<file path="src/rtl/mux_nto1_stream.sv">
// mux_nto1_stream: registered N-to-1 channel multiplexer with a valid/ready
// stream handshake. The channel comes from sel (DIRECT, mode=0) or from an
// internal wrapping scan counter (SCAN, mode=1). The output register holds
// its beat while out_ready is low.
//
// Ports:
//   clk, rst          rising-edge clock, synchronous active-high reset
//   data_in           N_CH packed channels, channel k at [k*DATA_W +: DATA_W]
//   sel, mode         channel index (DIRECT) and mode select, sampled on accept
//   in_valid/in_ready request handshake; in_ready is combinational
//   out_data, out_ch  selected sample and its channel index
//   out_err           beat came from an out-of-range sel (>= N_CH)
//   out_last          SCAN beat from channel N_CH-1
//   out_valid/out_ready output beat handshake
//   out_par           ^out_data, present only when MUX_PARITY_EN is defined
//
// Optional feature macro: MUX_PARITY_EN
module mux_nto1_stream #(
   parameter int unsigned N_CH   = 16,
   parameter int unsigned DATA_W = 1,
   parameter int unsigned SEL_W  = 4
) (
   input  logic                     clk,
   input  logic                     rst,
   input  logic [N_CH*DATA_W-1:0]   data_in,
   input  logic [SEL_W-1:0]         sel,
   input  logic                     mode,
   input  logic                     in_valid,
   output logic                     in_ready,
   output logic [DATA_W-1:0]        out_data,
   output logic [SEL_W-1:0]         out_ch,
   output logic                     out_err,
   output logic                     out_last,
   output logic                     out_valid,
   input  logic                     out_ready
`ifdef MUX_PARITY_EN
   ,
   output logic                     out_par
`endif
);

   // Parameter sanity checks at elaboration
   if (N_CH < 2) begin : g_bad_n_ch
      $error("mux_nto1_stream: N_CH must be >= 2");
   end
   if ((64'(1) << SEL_W) < 64'(N_CH)) begin : g_bad_sel_w
      $error("mux_nto1_stream: 2**SEL_W must be >= N_CH");
   end

   logic [SEL_W-1:0]  scan_cnt;
   logic [SEL_W-1:0]  ch_nxt;
   logic              err_nxt;
   logic              last_nxt;
   logic [DATA_W-1:0] data_nxt;
   logic              accept;

   // Output register can take a beat when empty or draining this cycle
   assign in_ready = !rst && (!out_valid || out_ready);
   assign accept   = in_valid && in_ready;

   // Channel selection and beat payload for the next load
   always_comb begin
      ch_nxt   = mode ? scan_cnt : sel;
      err_nxt  = (32'(ch_nxt) >= N_CH);
      last_nxt = mode && (32'(ch_nxt) == N_CH - 1);
      // Out-of-range channels match no k and leave the zero default
      data_nxt = '0;
      for (int unsigned k = 0; k < N_CH; k++) begin
         if (32'(ch_nxt) == k) begin
            data_nxt = data_in[k*DATA_W +: DATA_W];
         end
      end
   end

   // Output beat register; state is carried by out_valid (EMPTY/FULL)
   always_ff @(posedge clk) begin
      if (rst) begin
         out_valid <= 1'b0;
         out_data  <= '0;
         out_ch    <= '0;
         out_err   <= 1'b0;
         out_last  <= 1'b0;
      end else if (accept) begin
         out_valid <= 1'b1;
         out_data  <= data_nxt;
         out_ch    <= ch_nxt;
         out_err   <= err_nxt;
         out_last  <= last_nxt;
      end else if (out_valid && out_ready) begin
         out_valid <= 1'b0;
      end
   end

   // Scan counter: pinned to 0 in DIRECT so SCAN always restarts at channel 0
   always_ff @(posedge clk) begin
      if (rst || !mode) begin
         scan_cnt <= '0;
      end else if (accept) begin
         scan_cnt <= (scan_cnt == SEL_W'(N_CH - 1)) ? '0 : scan_cnt + SEL_W'(1);
      end
   end

`ifdef MUX_PARITY_EN
   // Parity travels with the beat; zero data on out-of-range gives parity 0
   always_ff @(posedge clk) begin
      if (rst) begin
         out_par <= 1'b0;
      end else if (accept) begin
         out_par <= ^data_nxt;
      end
   end
`endif

endmodule

</file>
<file path="config.mk">
export PLATFORM = sky130hd
export DESIGN_NAME = mux_nto1_stream
export DESIGN_NICKNAME = d
export VERILOG_FILES = /design/src/rtl/mux_nto1_stream.sv
export SDC_FILE = /design/constraint.sdc
export NUM_CORES = 1
export LEC_CHECK = 0
export CORE_UTILIZATION = 30
export CTS_BUF_LIST = sky130_fd_sc_hd__clkbuf_16
export CTS_CLUSTER_DIAMETER = 80
export DETAILED_ROUTE_END_ITERATION = 7
export RECOVER_POWER = 100
export SKIP_LAST_GASP = 1
export SLEW_MARGIN = 40
export SYNTH_ARGS = -nofsm -noshare
export SYNTH_HDL_FRONTEND = slang
export SYNTH_SLANG_ARGS = --single-unit
</file>
<file path="constraint.sdc">
create_clock -name clk -period 2.1 [get_ports clk]
set_input_delay 0.21 -clock clk [delete_from_list [all_inputs] [get_ports clk]]
set_output_delay 0.21 -clock clk [all_outputs]
set_load 0.02 [all_outputs]
</file>
==> results of run 1 <==
repair_timing:
| action | 4_1_cts | 5_1_grt |
|---|---|---|
| setup endpoints to repair | 0 | 1 |
| hold buffers | 0 | 0 |
| resized for setup | 0 | 1 |
metal layers:
metal,up-vias,global-route usage [%],wire length [um]
li1,418,-,-
met1,366,19.0,895
met2,21,26.1,912
met3,0,5.65,92
met4,0,4.17,0
met5,-,0,0
registers in the layout, indices dropped and copies added, names as in the netlist:
signal,count
out_data,1
scan_cnt,4
out_last,1
out_valid,1
out_ch,4
worst register-to-register path, cell delays in order (launching register included):
cell and delay [ns]:
sky130_fd_sc_hd__dfxtp_1 0.42, sky130_fd_sc_hd__mux2i_2 0.12, sky130_fd_sc_hd__clkbuf_2 0.22, sky130_fd_sc_hd__nor4_1 0.29
sky130_fd_sc_hd__a31oi_1 0.06, sky130_fd_sc_hd__o21ai_0 0.17, sky130_fd_sc_hd__a311oi_1 0.11, sky130_fd_sc_hd__a311o_1 0.32
synth_stat cells (2+ instances only):
library cell	number	share of area [%]
sky130_fd_sc_hd__mux2i_2	2	3.8
sky130_fd_sc_hd__mux2i_1	2	2.8
sky130_fd_sc_hd__nor3_1	3	2.1
sky130_fd_sc_hd__a21oi_1	5	3.4
sky130_fd_sc_hd__dfxtp_1	11	30
sky130_fd_sc_hd__clkbuf_1	2	1.0
sky130_fd_sc_hd__nand3_1	4	2.8
sky130_fd_sc_hd__o32ai_1	2	2.4
sky130_fd_sc_hd__buf_6	2	3.1
sky130_fd_sc_hd__o21ai_0	7	4.8
sky130_fd_sc_hd__nor2b_1	2	1.7
sky130_fd_sc_hd__inv_1	5	2.6
sky130_fd_sc_hd__nand2_1	13	6.7
sky130_fd_sc_hd__mux2_4	2	4.1
sky130_fd_sc_hd__a311oi_1	3	3.6
sky130_fd_sc_hd__nor2_1	11	5.7
per-stage QoR:
step / total power (uW) / setup WS (ns) / hold WS (ns) / setup TNS (ns) / utilization [%]
final: 707 / 0.266 / 0.472 / 0 / 52.1
after global routing: 746 / 0.121 / 0.498 / 0 / 52.1
after CTS: 720 / 0.0165 / 0.483 / 0 / 52.1
after detailed placement: 379 / -0.226 / 0.475 / -0.226 / 48.6
after global placement: 378 / -0.142 / 0.458 / -0.142 / 48.6
after floorplan: 301 / 0.313 / 0.282 / 0 / -
cell type report:
cell class	count	area [sq um]	area share, %
inverters	5	18.8	1.60
multi-input cells	73	449	38.2
repair buffers	39	373	31.7
well taps	28	35.0	2.98
clock inverters	1	3.75	0.319
clock buffers	3	75.1	6.39
flip-flops and latches	11	220	18.7
report_power, final:
part	switching [uW]	total (uW)	internal (uW)	leakage, uW
Combinational	65.2	147	82.1	0.000340
Sequential	4.79	223	218	0.0000897
Clock	87.7	337	249	0.0000423
worst paths after layout:
path / end / slack [ns] / cells past startpoint
min: out_ch[1] / 0.47 / 2
min reg2reg: out_ch[1] / 0.47 / 2
max: in_ready / 0.27 / 4
max reg2reg: out_data / 0.28 / 7
cells by family (layout without fill, tap and decap cells):
kind of cell	after synthesis	in the layout	share of synthesized area (%)
xor+xnor	1	1	1.21
compound gates	26	26	24.5
buf+inv	10	48	7.76
fa+ha+maj	1	1	1.72
other cells	1	1	0.517
flops	11	11	30.3
simple gates	38	38	23.3
mux	6	6	10.7
==> load_flow_metrics.sql, run 1 <==
INSERT INTO impl_metrics (metric_group, metric, value, unit) VALUES
('sta', 'grt_setup_unrepaired', 'no', ''),
('synthesis', 'total_standard_cell_area_after_synthesis', '726', 'sq um'),
('synthesis', 'postSynthCellCount', '94', ''),
('place', 'gp_congestion', '0.789', ''),
('synthesis', 'ys_seq_elements', '11', ''),
('place', 'place.port_buffers', '32', ''),
('synthesis', 'average_instance_area_after_synthesis', '7.72', 'sq um'),
('setup_path', 'worst-path-max-fanout', '3', ''),
('synthesis', 'synth_seq_area_share', '30.3', '%'),
('clocking', 'clock-root-buffer', 'sky130_fd_sc_hd__clkbuf_16', ''),
('finish', 'num-fill-cells', '234', ''),
('sta', 'hold_violations', '0', ''),
('setup_path', 'cp_num_buf_inv', '2', ''),
('route', '1st_iter_drt_viols', '12', ''),
('clocking', 'cts.clk_slew.worst_paths', '0.04', 'ns'),
('die', 'placeableCoreArea', '2250', 'sq um'),
('synthesis', 'post_synthesis_async_set_or_reset_flop_share', '0', '%'),
('setup_path', 'slowest_delay', '0.65', 'ns'),
('global_route', 'grt_first_pass_wirelength', '3060', 'um'),
('clocking', 'max-clock-path-buffers', '2', ''),
('setup_path', 'worst_path_max_delay_cell', 'sky130_fd_sc_hd__dlygate4sd3_1', ''),
('sta', 'timing.fmax', '545', 'MHz'),
('power_and_ir_drop', 'leakagePower', '0.000472', 'uW'),
('setup_path', 'path_class', 'primary input to primary output', ''),
('die', 'die_width', '51.2', 'um'),
('die', 'die_area', '2620', 'sq um'),
('finish', 'design_area', '1170', 'sq um'),
('worst_hold_path', 'hold_start', 'out_ch[1]', ''),
('clocking', 'tritoncts', 'yes', ''),
('clocking', 'htree_levels', '1', ''),
('die', 'placementRows', '17', ''),
('flow_run', 'max_cap_viol_count', '0', ''),
('global_route', 'grt_pass1_vias', '722', ''),
('die', 'design.portCount', '34', ''),
('route', 'drt_drc_violations_left', '0', ''),
('die', 'die_height', '51.2', 'um'),
('sta', 'worst_clock_skew', '0.000604', 'ns'),
('power_and_ir_drop', 'irDropWorstVdd', '0.000623', 'V'),
('sta', 'finalCritPeriodShare', '87.3', '%'),
('place', 'detailed_place.area', '1100', 'sq um'),
('finish', 'number_of_antenna_repair_diodes', '0', ''),
('synthesis', 'yosys_warnings', '0', ''),
('global_route', 'groute.usage.overall', '15.7', '%'),
('die', 'floorplan.initialDensity', '32.2', '%'),
('run_status', 'result_of_the_run', 'completed', ''),
('setup_path', 'critical_path.top_delay_family', 'buffers and inverters', ''),
('setup_path', 'crit_path_capture_type', 'primary output', ''),
('clocking', 'cts_buffers', '3', ''),
('route', 'vias', '805', ''),
('route', 'post_drt_wl_per_cell', '11.9', 'um'),
('setup_path', 'cell_mode_on_critical_path', 'sky130_fd_sc_hd__dlygate4sd3_1', ''),
('place', 'dp_hpwl', '1500', 'um'),
('sta', 'setup-violations-final', '0', ''),
('clocking', 'worst_skew_late_latency', '0.23', 'ns'),
('sta', 'period_minus_slack', '1.83', 'ns'),
('place', 'place_inst', '156', ''),
('synthesis', 'synthesis.nets', '120', ''),
('setup_path', 'worst_setup_path_startpoint', 'out_ready', ''),
('clocking', 'clock_sink_count', '11', ''),
('finish', 'mostFrequentLayoutCell', 'sky130_fd_sc_hd__clkdlybuf4s50_1', ''),
('route', 'viasPerCell', '5.03', ''),
('route', 'drt-pass1-iter-count', '4', ''),
('setup_path', 'startpoint_type', 'primary input', ''),
('route', 'routed_wl', '1900', 'um'),
('finish', 'final_cells', '160', ''),
('setup_path', 'cp.arrival', '1.62', 'ns'),
('setup_path', 'critical_path.cell_chain', 'dlygate4sd3_1, nor2b_1, nor2_1, dlygate4sd3_1', ''),
('synthesis', 'synth_edf_count', '0', ''),
('worst_hold_path', 'hp-class', 'register to register', ''),
('synthesis', 'synth_cell_type_count', '34', ''),
('setup_path', 'req_time_crit_path', '1.89', 'ns');
No activity file was read; power rests on OpenSTA's default activity.
==> inputs of run 2 (changes only) <==
--- a/config.mk
+++ b/config.mk
@@ -9,6 +9,7 @@
 export CTS_BUF_LIST = sky130_fd_sc_hd__clkbuf_16
 export CTS_CLUSTER_DIAMETER = 80
 export DETAILED_ROUTE_END_ITERATION = 7
+export PLACE_DENSITY = 0.65
 export RECOVER_POWER = 100
 export SKIP_LAST_GASP = 1
 export SLEW_MARGIN = 40
==> run 2 against run 1 <==
- cell count increased by 2.5%
- routed wire length increased by 2.6%
- design area is 2.1% higher
- die area unchanged
- sequential share of layout area down 0.39 points
- fmax down 1.3%
- total power up 0.92%
- register-to-register slack about the same
- worst hold slack better by 0.0042 ns
- critical path type unchanged
- largest cell class unchanged
- highest routed layer is now met4
==> load_flow_metrics.sql, run 2 (synthesis gave the netlist of run 1 again) <==
INSERT INTO impl_metrics (metric_group, metric, value, unit) VALUES
('run_status', 'result_of_the_run', 'completed', ''),
('setup_path', 'req_time_crit_path', '1.89', 'ns'),
('setup_path', 'rrSetupSlack', '0.29', 'ns'),
('place', 'dp_hpwl', '1580', 'um'),
('clocking', 'max-clock-path-buffers', '2', ''),
('die', 'die_height', '51.2', 'um'),
('clocking', 'post_cts_repair_timing_setup_buffer_count', '0', ''),
('sta', 'whs', '0.476', 'ns'),
('setup_path', 'worstReg2RegEnd', 'out_data', ''),
('global_route', 'grt_antenna_before_repair', '0', ''),
('finish', 'nets_finish', '163', ''),
('route', 'ant_nets', '0', ''),
('clocking', 'cts.clk_slew.worst_paths', '0.04', 'ns'),
('finish', 'mostFrequentLayoutCell', 'sky130_fd_sc_hd__clkdlybuf4s50_1', ''),
('power_and_ir_drop', 'cellPowerDensity', '595', 'nW/um^2'),
('place', 'post-place-ws', '-0.193', 'ns'),
('sta', 'period_minus_slack', '1.86', 'ns'),
('route', '1st_iter_drt_viols', '8', ''),
('global_route', 'global_route.overflow_total', '0', ''),
('clocking', 'tritoncts', 'yes', ''),
('finish', 'largest_registers', 'out_ch: 4 flops, scan_cnt: 4 flops', ''),
('sta', 'final.setup.worst_slack', '0.242', 'ns'),
('worst_hold_path', 'hold_start', 'out_last', ''),
('setup_path', 'worst_path_max_delay_cell', 'sky130_fd_sc_hd__dlygate4sd3_1', ''),
('route', 'viasPerCell', '4.98', ''),
('clocking', 'cts_buffers', '3', ''),
('die', 'die_width', '51.2', 'um'),
('clocking', 'worst_skew_late_latency', '0.24', 'ns'),
('global_route', 'grt_max_degree', '12', ''),
('setup_path', 'worst-path-max-fanout', '3', ''),
('worst_hold_path', 'min_path_cells', '2', ''),
('die', 'placeableCoreArea', '2250', 'sq um'),
('sta', 'maxSlewViolCount', '0', ''),
('setup_path', 'critical_path.cell_chain', 'dlygate4sd3_1, nor2b_1, nor2_1, dlygate4sd3_1', ''),
('finish', 'register_area', '220', 'sq um'),
('sta', 'worst_clock_skew', '0.00338', 'ns'),
('setup_path', 'startpoint_type', 'primary input', ''),
('sta', 'finalCritPeriodShare', '88.5', '%'),
('sta', 'grt_setup_unrepaired', 'no', ''),
('flow_run', 'max_cap_viol_count', '0', ''),
('setup_path', 'worst_setup_path_startpoint', 'out_ready', ''),
('clocking', 'clock-root-buffer', 'sky130_fd_sc_hd__clkbuf_16', ''),
('setup_path', 'crit_path_capture_type', 'primary output', ''),
('setup_path', 'critical_path.top_delay_family', 'buffers and inverters', ''),
('finish', 'final_cell_mix', '22 x sky130_fd_sc_hd__clkdlybuf4s50_1, 13 x sky130_fd_sc_hd__nand2_1, 11 x sky130_fd_sc_hd__nor2_1, 11 x sky130_fd_sc_hd__dfxtp_1, 10 x sky130_fd_sc_hd__buf_4', ''),
('worst_hold_path', 'hp-class', 'register to register', ''),
('route', 'drt-pass1-iter-count', '4', ''),
('global_route', 'groute.usage.overall', '16.7', '%'),
('setup_path', 'slowest_delay', '0.66', 'ns'),
('finish', 'layout-drive-gt1-share', '12.5', '%'),
('setup_path', 'worstReg2RegStart', 'scan_cnt[1]', ''),
('route', 'drt_drc_violations_left', '0', ''),
('sta', 'hold_violations', '0', ''),
('finish', 'area_added_between_synthesis_and_finish', '65.3', '%'),
('route', 'post_drt_wl_per_cell', '11.9', 'um'),
('route', 'vias', '816', ''),
('finish', 'number_of_antenna_repair_diodes', '0', ''),
('global_route', 'grt_first_pass_wirelength', '3270', 'um'),
('finish', 'num-fill-cells', '242', ''),
('clocking', 'clock_sink_count', '11', ''),
('die', 'design.portCount', '34', ''),
('place', 'place.port_buffers', '32', ''),
('sta', 'timing.fmax', '538', 'MHz'),
('setup_path', 'cell_mode_on_critical_path', 'sky130_fd_sc_hd__dlygate4sd3_1', ''),
('setup_path', 'cp_num_buf_inv', '2', ''),
('die', 'die_area', '2620', 'sq um'),
('sta', 'setup-violations-final', '0', ''),
('finish', 'multi_input_combinational_cell_area', '445', 'sq um'),
('clocking', 'ctsHoldBuffers', '0', ''),
('worst_hold_path', 'hold_end', 'out_last', ''),
('route', 'routed_wl', '1950', 'um'),
('place', 'gp_congestion', '0.874', ''),
('sta', 'setup_total_negative_slack', '0', 'ns'),
('die', 'floorplan.initialDensity', '32.2', '%'),
('global_route', 'grt_pass1_vias', '841', ''),
('power_and_ir_drop', 'irDropWorstVdd', '0.000491', 'V'),
('setup_path', 'path_class', 'primary input to primary output', ''),
('power_and_ir_drop', 'leakagePower', '0.000488', 'uW'),
('setup_path', 'cp.arrival', '1.65', 'ns'),
('clocking', 'htree_levels', '1', ''),
('die', 'placementRows', '17', ''),
('setup_path', 'register_to_register_path_depth', '7', '');
[run 2: power breakdown]
group          switching, uW  total (uW)  internal [uW]
sequential              4.83         223            218
clock                   88.1         337            249
combinational           66.7         153           86.6
total                    160         714            554
[run 2: area by class of cell]
type	count	share of cell area, %
sequential	11	18.4
multi-input combinational	73	37.1
clock inverter	1	0.313
tap	28	2.92
inverter	5	1.56
clock buffer	3	6.26
timing repair buffer	43	33.5
[run 2: per-stage QoR]
step / utilization, % / area, sq um / total power, uW / instances
after floorplan: - / 726 / 301 / 94
after global placement: 49.9 / 1130 / 384 / 160
after detailed placement: 49.9 / 1130 / 386 / 160
after CTS: 53.4 / 1200 / 724 / 164
after global routing: 53.2 / 1200 / 746 / 164
final: 53.2 / 1200 / 714 / 164
[run 2: routing by layer]
layer  vias up  share of wire [%]  track usage, %  wire, um
met5         -                  0               0         0
met4         0               0.46            4.63         9
met3         2                5.8            6.25       114
met2        22                 48            29.6       932
met1       368                 46            18.4       892
li1        424                  -               -         -
[run 2: timing repair]
item	in CTS	in global routing
endpoints found under the hold margin	0	0
resized for setup	0	1
setup endpoints to repair	0	1
[run 2: how the worst max path moves through the flow]
stage          depth (start not counted)          end  slack, ns
2_1_floorplan                          7  scan_cnt[3]       0.31
3_3_place_gp                           7     out_data      -0.18
3_5_place_dp                           7     out_data      -0.19
4_1_cts                                7     out_data       0.05
5_1_grt                                7     out_data       0.16
6_report                               4     in_ready       0.24
[run 2: worst reg2reg max path, cell delays in order, from the launching register on]
cell                       delay, ns
sky130_fd_sc_hd__dfxtp_1        0.41
sky130_fd_sc_hd__mux2i_1        0.18
sky130_fd_sc_hd__buf_4          0.19
sky130_fd_sc_hd__nor4_1         0.26
sky130_fd_sc_hd__a31oi_1        0.06
sky130_fd_sc_hd__o21ai_0        0.17
sky130_fd_sc_hd__a311oi_1       0.11
sky130_fd_sc_hd__a311o_1        0.32
